`src/rtl/mips_pkg.sv`:
```
// rtl/mips_pkg.sv - shared widths, reset PC, fetch FSM states and FIFO entry type
// Contents:
//   WORD_W           instruction / address width
//   DEFAULT_RESET_PC PC loaded on reset unless overridden
//   fetch_state_t    fetch FSM states
//   fetch_entry_t    prefetch FIFO entry {instr, pc}
//   align_word()     clears the byte-offset bits of an address
package mips_pkg;

    localparam int WORD_W = 32;

    localparam logic [WORD_W-1:0] DEFAULT_RESET_PC = 32'h0000_0000;

    typedef enum logic {
        FS_IDLE = 1'b0,
        FS_WAIT = 1'b1
    } fetch_state_t;

    typedef struct packed {
        logic [WORD_W-1:0] instr;
        logic [WORD_W-1:0] pc;
    } fetch_entry_t;

    function automatic logic [WORD_W-1:0] align_word(input logic [WORD_W-1:0] addr);
        return {addr[WORD_W-1:2], 2'b00};
    endfunction

endpackage

```
`src/rtl/fetch_fifo.sv`:
```
// rtl/fetch_fifo.sv - prefetch FIFO of {instr, pc} entries with flush
// Ports:
//   clk, reset        clock, synchronous active-high reset
//   push, push_data   write one entry
//   pop               discard the head entry
//   flush             empty the FIFO; wins over push and pop in the same cycle
//   head              entry at the head (driven from storage registers)
//   count, full, empty occupancy
module fetch_fifo
    import mips_pkg::*;
#(
    parameter int  DEPTH = 4,
    localparam int PTR_W = $clog2(DEPTH),
    localparam int CNT_W = PTR_W + 1
) (
    input  logic               clk,
    input  logic               reset,
    input  logic               push,
    input  fetch_entry_t       push_data,
    input  logic               pop,
    input  logic               flush,
    output fetch_entry_t       head,
    output logic [CNT_W-1:0]   count,
    output logic               full,
    output logic               empty
);

    fetch_entry_t     mem [DEPTH];
    logic [PTR_W-1:0] rd_ptr;
    logic [PTR_W-1:0] wr_ptr;
    logic             do_push;
    logic             do_pop;

    assign full    = (count == CNT_W'(DEPTH));
    assign empty   = (count == '0);
    assign do_push = push && !full;
    assign do_pop  = pop && !empty;
    assign head    = mem[rd_ptr];

    // DEPTH is a power of two, so the pointers wrap on their own.
    always_ff @(posedge clk) begin
        if (reset) begin
            rd_ptr <= '0;
            wr_ptr <= '0;
            count  <= '0;
            for (int i = 0; i < DEPTH; i++) begin
                mem[i] <= '0;
            end
        end else if (flush) begin
            rd_ptr <= '0;
            wr_ptr <= '0;
            count  <= '0;
        end else begin
            if (do_push) begin
                mem[wr_ptr] <= push_data;
                wr_ptr      <= wr_ptr + PTR_W'(1);
            end
            if (do_pop) begin
                rd_ptr <= rd_ptr + PTR_W'(1);
            end
            case ({do_push, do_pop})
                2'b10:   count <= count + CNT_W'(1);
                2'b01:   count <= count - CNT_W'(1);
                default: count <= count;
            endcase
        end
    end

endmodule

```
`src/rtl/fetch_unit.sv`:
```
// rtl/fetch_unit.sv - instruction fetch front end: PC, imem req/ack, prefetch FIFO, redirect
// Ports:
//   clk, reset                 clock, synchronous active-high reset
//   imem_req, imem_addr        word read request to instruction memory
//   imem_ack, imem_rdata       request completion and returned word
//   instr_valid, instr_ready   decode handshake on the FIFO head
//   instr, instr_pc            FIFO head word and its address
//   redirect, redirect_pc      branch/jump restart target
// Build option: FETCH_FAST_ISSUE_EN issues the next request in the ack cycle.
module fetch_unit
    import mips_pkg::*;
#(
    parameter int                DEPTH    = 4,
    parameter logic [WORD_W-1:0] RESET_PC = DEFAULT_RESET_PC
) (
    input  logic              clk,
    input  logic              reset,
    output logic              imem_req,
    output logic [WORD_W-1:0] imem_addr,
    input  logic              imem_ack,
    input  logic [WORD_W-1:0] imem_rdata,
    output logic              instr_valid,
    input  logic              instr_ready,
    output logic [WORD_W-1:0] instr,
    output logic [WORD_W-1:0] instr_pc,
    input  logic              redirect,
    input  logic [WORD_W-1:0] redirect_pc
);

    localparam int CNT_W = $clog2(DEPTH) + 1;

    fetch_state_t      state;
    fetch_state_t      state_n;
    logic [WORD_W-1:0] pc;
    logic [WORD_W-1:0] pc_n;
    logic [WORD_W-1:0] req_addr;
    logic [WORD_W-1:0] req_addr_n;
    logic              discard;
    logic              discard_n;
    logic [WORD_W-1:0] target;
    logic [WORD_W-1:0] pc_inc;

    logic              push;
    logic              pop;
    fetch_entry_t      push_data;
    fetch_entry_t      head;
    logic [CNT_W-1:0]  count;
    logic              fifo_full;
    logic              fifo_empty;

    assign target      = align_word(redirect_pc);
    assign pc_inc      = pc + 32'd4;
    assign imem_req    = (state == FS_WAIT);
    // imem_addr comes from its own register so it stays put while a
    // redirect rewrites pc under an outstanding request.
    assign imem_addr   = req_addr;
    assign instr_valid = !fifo_empty && !redirect;
    assign pop         = instr_valid && instr_ready;
    assign instr       = head.instr;
    assign instr_pc    = head.pc;

    assign push_data.instr = imem_rdata;
    assign push_data.pc    = req_addr;

`ifdef FETCH_FAST_ISSUE_EN
    logic [CNT_W-1:0] fill_after;
    logic             fast_room;
    // Occupancy once this cycle's push and any pop have landed.
    assign fill_after = count + CNT_W'(1) - CNT_W'(pop);
    assign fast_room  = (fill_after < CNT_W'(DEPTH));
`else
    logic unused_count;
    assign unused_count = ^count;
`endif

    fetch_fifo #(
        .DEPTH (DEPTH)
    ) u_fifo (
        .clk       (clk),
        .reset     (reset),
        .push      (push),
        .push_data (push_data),
        .pop       (pop),
        .flush     (redirect),
        .head      (head),
        .count     (count),
        .full      (fifo_full),
        .empty     (fifo_empty)
    );

    always_ff @(posedge clk) begin
        if (reset) begin
            state    <= FS_IDLE;
            pc       <= RESET_PC;
            req_addr <= RESET_PC;
            discard  <= 1'b0;
        end else begin
            state    <= state_n;
            pc       <= pc_n;
            req_addr <= req_addr_n;
            discard  <= discard_n;
        end
    end

    always_comb begin
        state_n    = state;
        pc_n       = pc;
        req_addr_n = req_addr;
        discard_n  = discard;
        push       = 1'b0;

        if (redirect) begin
            pc_n = target;
            if (state == FS_WAIT && !imem_ack) begin
                // Request still in flight: let it finish, then drop its data.
                discard_n = 1'b1;
            end else begin
                // Nothing outstanding after this edge and the FIFO is being
                // flushed, so the target can be requested right away.
                discard_n  = 1'b0;
                state_n    = FS_WAIT;
                req_addr_n = target;
            end
        end else begin
            case (state)
                FS_IDLE: begin
                    if (!fifo_full) begin
                        state_n    = FS_WAIT;
                        req_addr_n = pc;
                    end
                end
                FS_WAIT: begin
                    if (imem_ack) begin
                        if (discard) begin
                            // FIFO was flushed by the redirect, so there is room
                            // to go straight to the redirect target.
                            discard_n  = 1'b0;
                            state_n    = FS_WAIT;
                            req_addr_n = pc;
                        end else begin
                            push       = 1'b1;
                            pc_n       = pc_inc;
                            req_addr_n = pc_inc;
`ifdef FETCH_FAST_ISSUE_EN
                            state_n    = fast_room ? FS_WAIT : FS_IDLE;
`else
                            state_n    = FS_IDLE;
`endif
                        end
                    end
                end
                default: state_n = FS_IDLE;
            endcase
        end
    end

endmodule
```
`config.mk`:
```
export PLATFORM = sky130hd
export DESIGN_NAME = fetch_unit
export DESIGN_NICKNAME = d
export VERILOG_FILES = /design/src/rtl/mips_pkg.sv /design/src/rtl/fetch_fifo.sv /design/src/rtl/fetch_unit.sv
export SDC_FILE = /design/constraint.sdc
export NUM_CORES = 1
export LEC_CHECK = 0
export BUFFER_PORTS_ARGS = -buffer_cell sky130_fd_sc_hd__buf_2
export CAP_MARGIN = 10
export CORE_MARGIN = 5
export CORE_UTILIZATION = 25
export CTS_BUF_LIST = sky130_fd_sc_hd__clkbuf_16
export CTS_CLUSTER_SIZE = 40
export DETAILED_ROUTE_END_ITERATION = 10
export SLEW_MARGIN = 20
export SYNTH_ARGS = -nofsm -noshare
export SYNTH_HDL_FRONTEND = slang
export SYNTH_SLANG_ARGS = --single-unit
```
`constraint.sdc`:
```
create_clock -name clk -period 7.1 [get_ports clk]
set_input_delay 1.42 -clock clk [delete_from_list [all_inputs] [get_ports clk]]
set_output_delay 1.42 -clock clk [all_outputs]
set_load 0.05 [all_outputs]
```
* Word level (Yosys, flattened, before mapping)
Memories as Yosys holds them, arrays and structs flattened. A register that Yosys moved wholly into a read port is not among the register bits.
Index checks and enable logic that the tools add are counted.
** Operators by class
- Add/sub/neg operators :: 5
- Equal/unequal tests :: 6
- Mux-type cells :: 35
- Bitwise gates (word level) :: 1
- Reductions and logical operators :: 18
** Operators with widths (count)
- 32-bit two-way mux :: 8
- 64-bit two-way mux :: 1
- 32-bit one-hot mux with 2 select lines :: 1
- 64-bit OR reduction :: 1
- 32-bit by 3-bit adder with 32-bit output (second input constant) :: 1
- 1-bit two-way mux :: 20
- 2-bit two-way mux :: 3
- 3-bit != test (second input constant) :: 2
- 3-bit one-hot mux with 2 select lines :: 1
- 2-bit nonzero test :: 3
- 1-bit logical AND :: 5
- 2-bit by 1-bit adder with 2-bit output (second input constant) :: 2
- 1-bit zero test :: 4
- 2-bit AND reduction :: 2
- 3-bit by 1-bit adder with 3-bit output (second input constant) :: 1
- 3-bit equality test (second input constant) :: 1
- 3-bit zero test :: 1
- 3-bit AND reduction :: 1
- 3-bit by 1-bit subtractor with 3-bit output (second input constant) :: 1
- 2-bit by 1-bit equality test with 1-bit output (second input constant) :: 1
- 2-bit equality test (second input constant) :: 1
- 2-bit != test (second input constant) :: 1
- 1-bit one-hot mux with 2 select lines :: 1
- 2-bit OR reduction :: 1
- 1-bit inverter :: 1
** Storage, ports and cells
- Bits in registers :: 73
- Memory bits (writable) :: 256
- Output and inout bits :: 98
- Logic and storage cells :: 74
- Memories kept :: 1
** Memories
- u_fifo.mem :: words 4, width 64, read ports 1, clocked after memory_dff 1, write ports 4, line fetch_fifo.sv:28 : fetch_entry_t mem [DEPTH];

* Longest topological paths before layout
Gate-level depths: netlist of the first run.
- Depth after elaboration :: 11
- Mapped depth :: 10
- Mapped depth without buffers :: 9

* Modules after synthesis
Synthesis of the first run repeated with hierarchy kept, for this count alone.
** Unflattened totals
- Cells, all modules :: 1152
- Area total of the unflattened synthesis :: 15254.6 µm²
** Modules (own cells, without submodules)
- fetch_fifo :: times used 1, cells an instance 672, area an instance 11491.0 µm²
- fetch_unit :: times used 1, cells an instance 480, area an instance 3763.6 µm²

* Least setup slack after synthesis of the first run
Ideal clock, no wire load.
- Path kind :: input port to flip-flop
- Start point :: in imem_ack
- End point :: mem u_fifo.mem[1][10] (netlist bit), enable pin
- Setup time :: 0.568 ns
- Arrival time :: 6.557 ns
- Required time :: 6.532 ns
- Setup slack :: -0.025 ns
- Cell stages on the path :: 5
- Path through :: buf_2 > and4_1 > clkbuf_1 > nand2_1 > o21ai_0
** RTL lines
- from (decl) :: line fetch_unit.sv:20 : input logic imem_ack,
- to (decl) :: line fetch_fifo.sv:28

==> results of run 1 <==
-- critical path: stages, from the launching register on --
cell     delay [ns]
dfxtp_4        0.97
buf_4          0.55
mux4_2         0.61
buf_2          0.24
-- worst min path at each step --
stage                          from               to  slack (ns)  cells past startpoint
floorplan           u_fifo.count[2]  u_fifo.count[2]        0.47                      2
global route        u_fifo.count[2]  u_fifo.count[2]        0.56                      2
finish              u_fifo.count[2]  u_fifo.count[2]        0.52                      2
detailed placement  u_fifo.count[2]  u_fifo.count[2]        0.50                      2
CTS                 u_fifo.count[2]  u_fifo.count[2]        0.51                      2
global placement    u_fifo.count[2]  u_fifo.count[2]        0.49                      2
-- stage by stage --
step | setup WS (ns) | TNS (ns) | instance area (sq um) | util
finish | 2.733 | 0 | 17550 | 0.2985
global route | 2.458 | 0 | 17540 | 0.2983
CTS | 2.555 | 0 | 17540 | 0.2983
detailed placement | 2.249 | 0 | 16270 | 0.2767
global placement | 2.306 | 0 | 16270 | 0.2767
floorplan | -0.02489 | -3.087 | 14780 | -
-- cells by family (layout without fill, tap and decap cells) --
family                     after synthesis  after routing
AOI/OAI and AO/OA                      127            127
xor gates and xnor gates                47             47
adders and majority gates                3              3
buffers and inverters                  107            250
DFF                                    319            319
muxes                                   66             66
other                                    1              8
and+or+nand+nor                        450            450
-- cell usage in the layout (no fill, tap or decap), drive strengths merged, types with 4 or more instances in the layout --
cell,instances
dfxtp,71
nand2b,5
clkinv,9
o21ai,27
xor2,15
diode,4
a22oi,5
a211o,5
bufinv,8
a211oi,17
mux4,62
o22ai,10
clkbuf,37
nor4,5
inv,20
or3,10
a311oi,9
edfxtp,248
buf,175
nand4,13
xnor2,32
nor2,67
and2,190
nand3,17
a21oi,31
conb,4
nand2,39
and4,7
nor3,21
and3,67
o31ai,5
-- where the power goes --
| group | total [mW] | internal [mW] | switching (mW) |
|---|---|---|---|
| Clock | 2.03 | 1.24 | 0.783 |
| Combinational | 0.400 | 0.112 | 0.288 |
| Sequential | 2.16 | 2.09 | 0.0669 |
-- flip-flops by register name (all words and copies together), names as in the netlist, named ones only --
name	count
u_fifo.wr_ptr	2
discard	1
u_fifo.rd_ptr	2
u_fifo.mem	248
imem_req	1
imem_addr	30
u_fifo.count	3
pc	30
-- routing by layer --
layer | GRT usage | part of all wire | vias up
li1 | - | - | 4385
met2 | 0.2146 | 0.49 | 275
met3 | 0.03153 | 0.062 | 67
met5 | 0 | 0.00039 | -
met1 | 0.1590 | 0.43 | 4731
met4 | 0.03795 | 0.026 | 2
-- final cells by class --
type | count | area [sq um]
flip-flops and latches | 319 | 8876
inverters | 11 | 41.29
well taps | 773 | 967.2
clock buffers | 37 | 925.9
fillers | 5918 | 41250
repair buffers | 175 | 938.4
diodes | 4 | 10.01
clock inverters | 27 | 342.8
multi-input cells | 697 | 5446
==> results.json, run 1 <==
{
  "synth-xor-area-share": 0.02787,
  "synth_most_common_cell": "edfxtp_1",
  "synth.distinct_cells": 63,
  "synth.area.mux_share": 0.09732,
  "endpoint": "instr_pc[17]",
  "yosysTopAreaCell": "edfxtp_1",
  "wl_per_cell_um": 20.33,
  "vias": 9460,
  "grt_pass1_wl_um": 61370,
  "endpoint_kind": "output port",
  "die_y_um": 253.1,
  "critPathMaxFanout": 41,
  "finalCriticalPeriod_ns": 4.367,
  "yosys-top-cells-count": "edfxtp_1, and2_1, dfxtp_1",
  "cts_max_level": 2,
  "relSlewSlack": 0.2835,
  "worst_r2r_endpoint": "u_fifo.mem[1][53]",
  "yosys-top-cells-area": "edfxtp_1, dfxtp_1, mux4_2, and2_1, and3_1",
  "clk_path_buf_depth": 3,
  "grt_antenna_before_repair": 5,
  "synth_compound_area_frac": 0.05802,
  "r2r_slack_ns": 3.01,
  "insertion_delay_ns": 0.54,
  "ys_seq_area_frac": 0.6004,
  "cts_root_buffer": "clkbuf_16",
  "max_freq_mhz": 229.0,
  "status": "completed",
  "power_mw": 4.584,
  "drive_above_1_share": 0.2536,
  "worstPathRequired_ns": 5.68,
  "cap_violations": 0,
  "drt_iter0_markers": 566,
  "worstMarginPinSlew_ns": 1.075,
  "grt_pass1_vias": 10030,
  "synth_top_family_by_area": "simple AND/OR/NAND/NOR gates",
  "clock_skew_ns": 0.01934,
  "async_flop_share": 0,
  "die_area_sq_um": 64050,
  "hpwl_um": 24830,
  "synth-edff-count": 248,
  "worstHoldPathType": "flip-flop to flip-flop",
  "netlist_area_sq_um": 14770,
  "path_clk_slew_ns": 0.05,
  "vdd_drop_max_uv": 148.9,
  "cts_hold_buf": 0,
  "synth-seq-cells": 319,
  "yosysTopAreaCellShare": 0.5042,
  "grt_use_total": 0.1261,
  "arrival_ns": 2.95,
  "initial_core_util": 0.2512,
  "cts_sinks": 319,
  "core_sq_um": 58800,
  "io_pins": 167,
  "grt_start_max_net_pins": 66,
  "synthAdderAreaFrac": 0.003049,
  "slew_viol_final": 0,
  "rr_worst_depth": 6,
  "areaGrowthSynthToFinish_pct": 18.80,
  "fin_nets": 1312,
  "io_buffers": 160,
  "synth_area_per_cell_sq_um": 13.19,
  "cts_resized": 0,
  "ant_nets": 0,
  "globalRouteOverflowTotal": 0,
  "r2r_start": "imem_req",
  "cts_tree": "yes",
  "drc": 0,
  "finalHoldViolCount": 0,
  "finalCritPeriodShare": 0.6151,
  "ys.flop_type": "edfxtp_1",
  "rows": 89,
  "p_leak_nw": 6.593,
  "postCtsSetupBuffers": 0,
  "setup_viol": 0,
  "yosys.area_share.simple": 0.1786,
  "first_pass_iters": 5,
  "cp-start-kind": "flip-flop",
  "vias_per_cell": 4.630,
  "whs_ns": 0.5224,
  "totalWireLength_um": 41530,
  "rsz0062_at_grt": "no",
  "synthCells": 1120,
  "dp_cells": 1975,
  "die_w_um": 253.1,
  "power_density_nw_per_um2": 261.3,
  "globalplace.congestion": 0.8539,
  "critical_path_class": "flip-flop to output port",
  "final_cell_count_no_fill": 2043,
  "cts_inserted_buffers": 36,
  "synth_warnings": 0
}
(Power assumes the default switching activity.)
==> inputs of run 2 (changes only) <==
==> constraint.sdc (replaced) <==
create_clock -name clk -period 3.65 [get_ports clk]
set_input_delay 0.73 -clock clk [delete_from_list [all_inputs] [get_ports clk]]
set_output_delay 0.73 -clock clk [all_outputs]
set_load 0.05 [all_outputs]
==> run 2 against run 1 <==
Against the previous run: clock power is 76% higher; sequential share of layout area is 0.23 points lower; clock skew is 0.0063 ns lower; sequential power is 94% higher; register-to-register slack worse by 2.2 ns; final area is 0.46% higher; routed wire length is 1.2% higher; die area stayed put; first-iteration DRC count is 16% higher; critical endpoint is now instr[4]; largest cell class unchanged; highest routed layer unchanged.
==> results.json, run 2 (synthesized netlist as in run 1, its figures left out) <==
{
  "drc": 0,
  "cts_sinks": 319,
  "dp_cells": 1989,
  "critPathTopFamily": "flip-flops",
  "drt_iter0_markers": 658,
  "cts_tree": "yes",
  "relSlewSlack": 0.4016,
  "wl_met3_um": 2773,
  "cap_violations": 0,
  "io_buffers": 160,
  "cts_root_buffer": "clkbuf_16",
  "globalplace.congestion": 0.7658,
  "grt_use_total": 0.1297,
  "grt_pass1_wl_um": 62820,
  "power_density_nw_per_um2": 485.8,
  "initial_core_util": 0.2512,
  "hpwl_um": 26660,
  "largest_reg_flops": 248,
  "areaGrowthSynthToFinish_pct": 19.35,
  "finalCritPeriodShare": 0.8678,
  "cts_inserted_buffers": 36,
  "vias_per_cell": 4.660,
  "worstHoldPathType": "input pin to flip-flop",
  "worstPathRequired_ns": 2.92,
  "finalCriticalPeriod_ns": 3.168,
  "final_area_sq_um": 17630,
  "final_common_cell": "edfxtp_1",
  "vias": 9590,
  "largest-register": "u_fifo.mem",
  "setup_viol": 0,
  "worstMarginPinSlew_ns": 0.8971,
  "wl_per_cell_um": 20.43,
  "first_pass_iters": 5,
  "io_pins": 167,
  "die_area_sq_um": 64050,
  "fin_nets": 1326,
  "die_y_um": 253.1,
  "cts_max_level": 2,
  "die_w_um": 253.1,
  "placed_area_sq_um": 16460,
  "cts_resized": 0,
  "grt_pass1_vias": 9902,
  "arrival_ns": 2.44,
  "vdd_drop_max_uv": 317.3,
  "drt-met1-wl_um": 17350,
  "postCtsSetupBuffers": 0,
  "grt_start_max_net_pins": 63,
  "final_cell_mix": "edfxtp_1, and2_1, buf_2, dfxtp_1, nor2_1",
  "ant_nets": 0,
  "maxUsedRoutingLayer": "met5",
  "globalRouteOverflowTotal": 0,
  "clk_path_buf_depth": 3,
  "status": "completed",
  "finalHoldViolCount": 0,
  "path_cells": "buf_4 > mux4_2 > buf_2",
  "cp-start-kind": "flip-flop",
  "rows": 89,
  "path_buf_inv": 2,
  "max_freq_mhz": 315.7,
  "nFillCells": 5945,
  "drive_above_1_share": 0.2592,
  "p_leak_nw": 6.639,
  "path_clk_slew_ns": 0.06,
  "final_cell_count_no_fill": 2058,
  "slew_viol_final": 0,
  "clock_skew_ns": 0.01300,
  "wl_met2_um": 21010,
  "endpoint_kind": "output port",
  "totalWireLength_um": 42050,
  "slowest_delay_ns": 0.68,
  "critical_path_class": "flip-flop to output port",
  "core_sq_um": 58800,
  "slowest_stage": "dfxtp_4",
  "critPathMaxFanout": 21,
  "rsz0062_at_grt": "no",
  "grt_antenna_before_repair": 9,
  "insertion_delay_ns": 0.54,
  "cts_hold_buf": 0
}
## run 2: cell types whose count changed in the layout (fill, tap and decap cells not counted)
cell        before  now
inv_2            1    2
inv_6            3    2
bufinv_16        8    3
and4_4           1    0
clkinv_1         5    7
inv_1           15   17
buf_4           13   20
buf_12           2    9
and4_2           2    3
clkinv_2         4    3
clkbuf_16       37   38
clkinvlp_2       0    2
## run 2: per-layer routing
| layer | track usage | vias to the layer above |
|---|---|---|
| li1 | - | 4414 |
| met1 | 0.1619 | 4850 |
| met2 | 0.2248 | 263 |
| met3 | 0.03523 | 57 |
| met4 | 0.03070 | 6 |
| met5 | 0 | - |
## run 2: layout make-up
class	count	area [sq um]	area share
diodes	4	10.01	0.0005678
clock buffers	38	950.9	0.05394
clock inverters	27	207.7	0.01178
inverters	11	41.29	0.002342
multi-input cells	697	5445	0.3089
flip-flops and latches	319	8876	0.5035
well taps	773	967.2	0.05486
repair buffers	189	1131	0.06416
## run 2: worst paths after layout
kind	from	endpoint	cells past startpoint	slack [ns]
worst max-delay path	flip-flop	instr[4]	3	0.48
worst max register to register	u_fifo.count[2]	u_fifo.count[2]	9	0.79
worst min register to register	u_fifo.count[2]	u_fifo.count[2]	2	0.52
worst min-delay path	redirect_pc[18]	pc[18]	3	0.45
## run 2: report_power, final
| part | switching [mW] | internal (mW) |
|---|---|---|
| Combinational | 0.569 | 0.230 |
| Sequential | 0.122 | 4.07 |
| Clock | 1.48 | 2.10 |
## run 2: tightest hold or removal path: stages
cell,delay (ns)
buf_2,0.09
mux2i_1,0.06
nor2_1,0.07
## run 2: stage by stage
stage / TNS [ns] / setup WS (ns) / hold WS, ns / utilization / power, mW
4_1_cts: 0 / 0.3623 / 0.4112 / 0.2997 / 8.684
5_1_grt: 0 / 0.3073 / 0.4416 / 0.2997 / 8.899
2_1_floorplan: -15.46 / -0.1247 / 0.4666 / - / 4.783
6_report: 0 / 0.4824 / 0.4474 / 0.2998 / 8.564
3_5_place_dp: 0 / 0.8085 / 0.5063 / 0.2800 / 5.086
3_3_place_gp: 0 / 0.8631 / 0.4965 / 0.2800 / 5.064
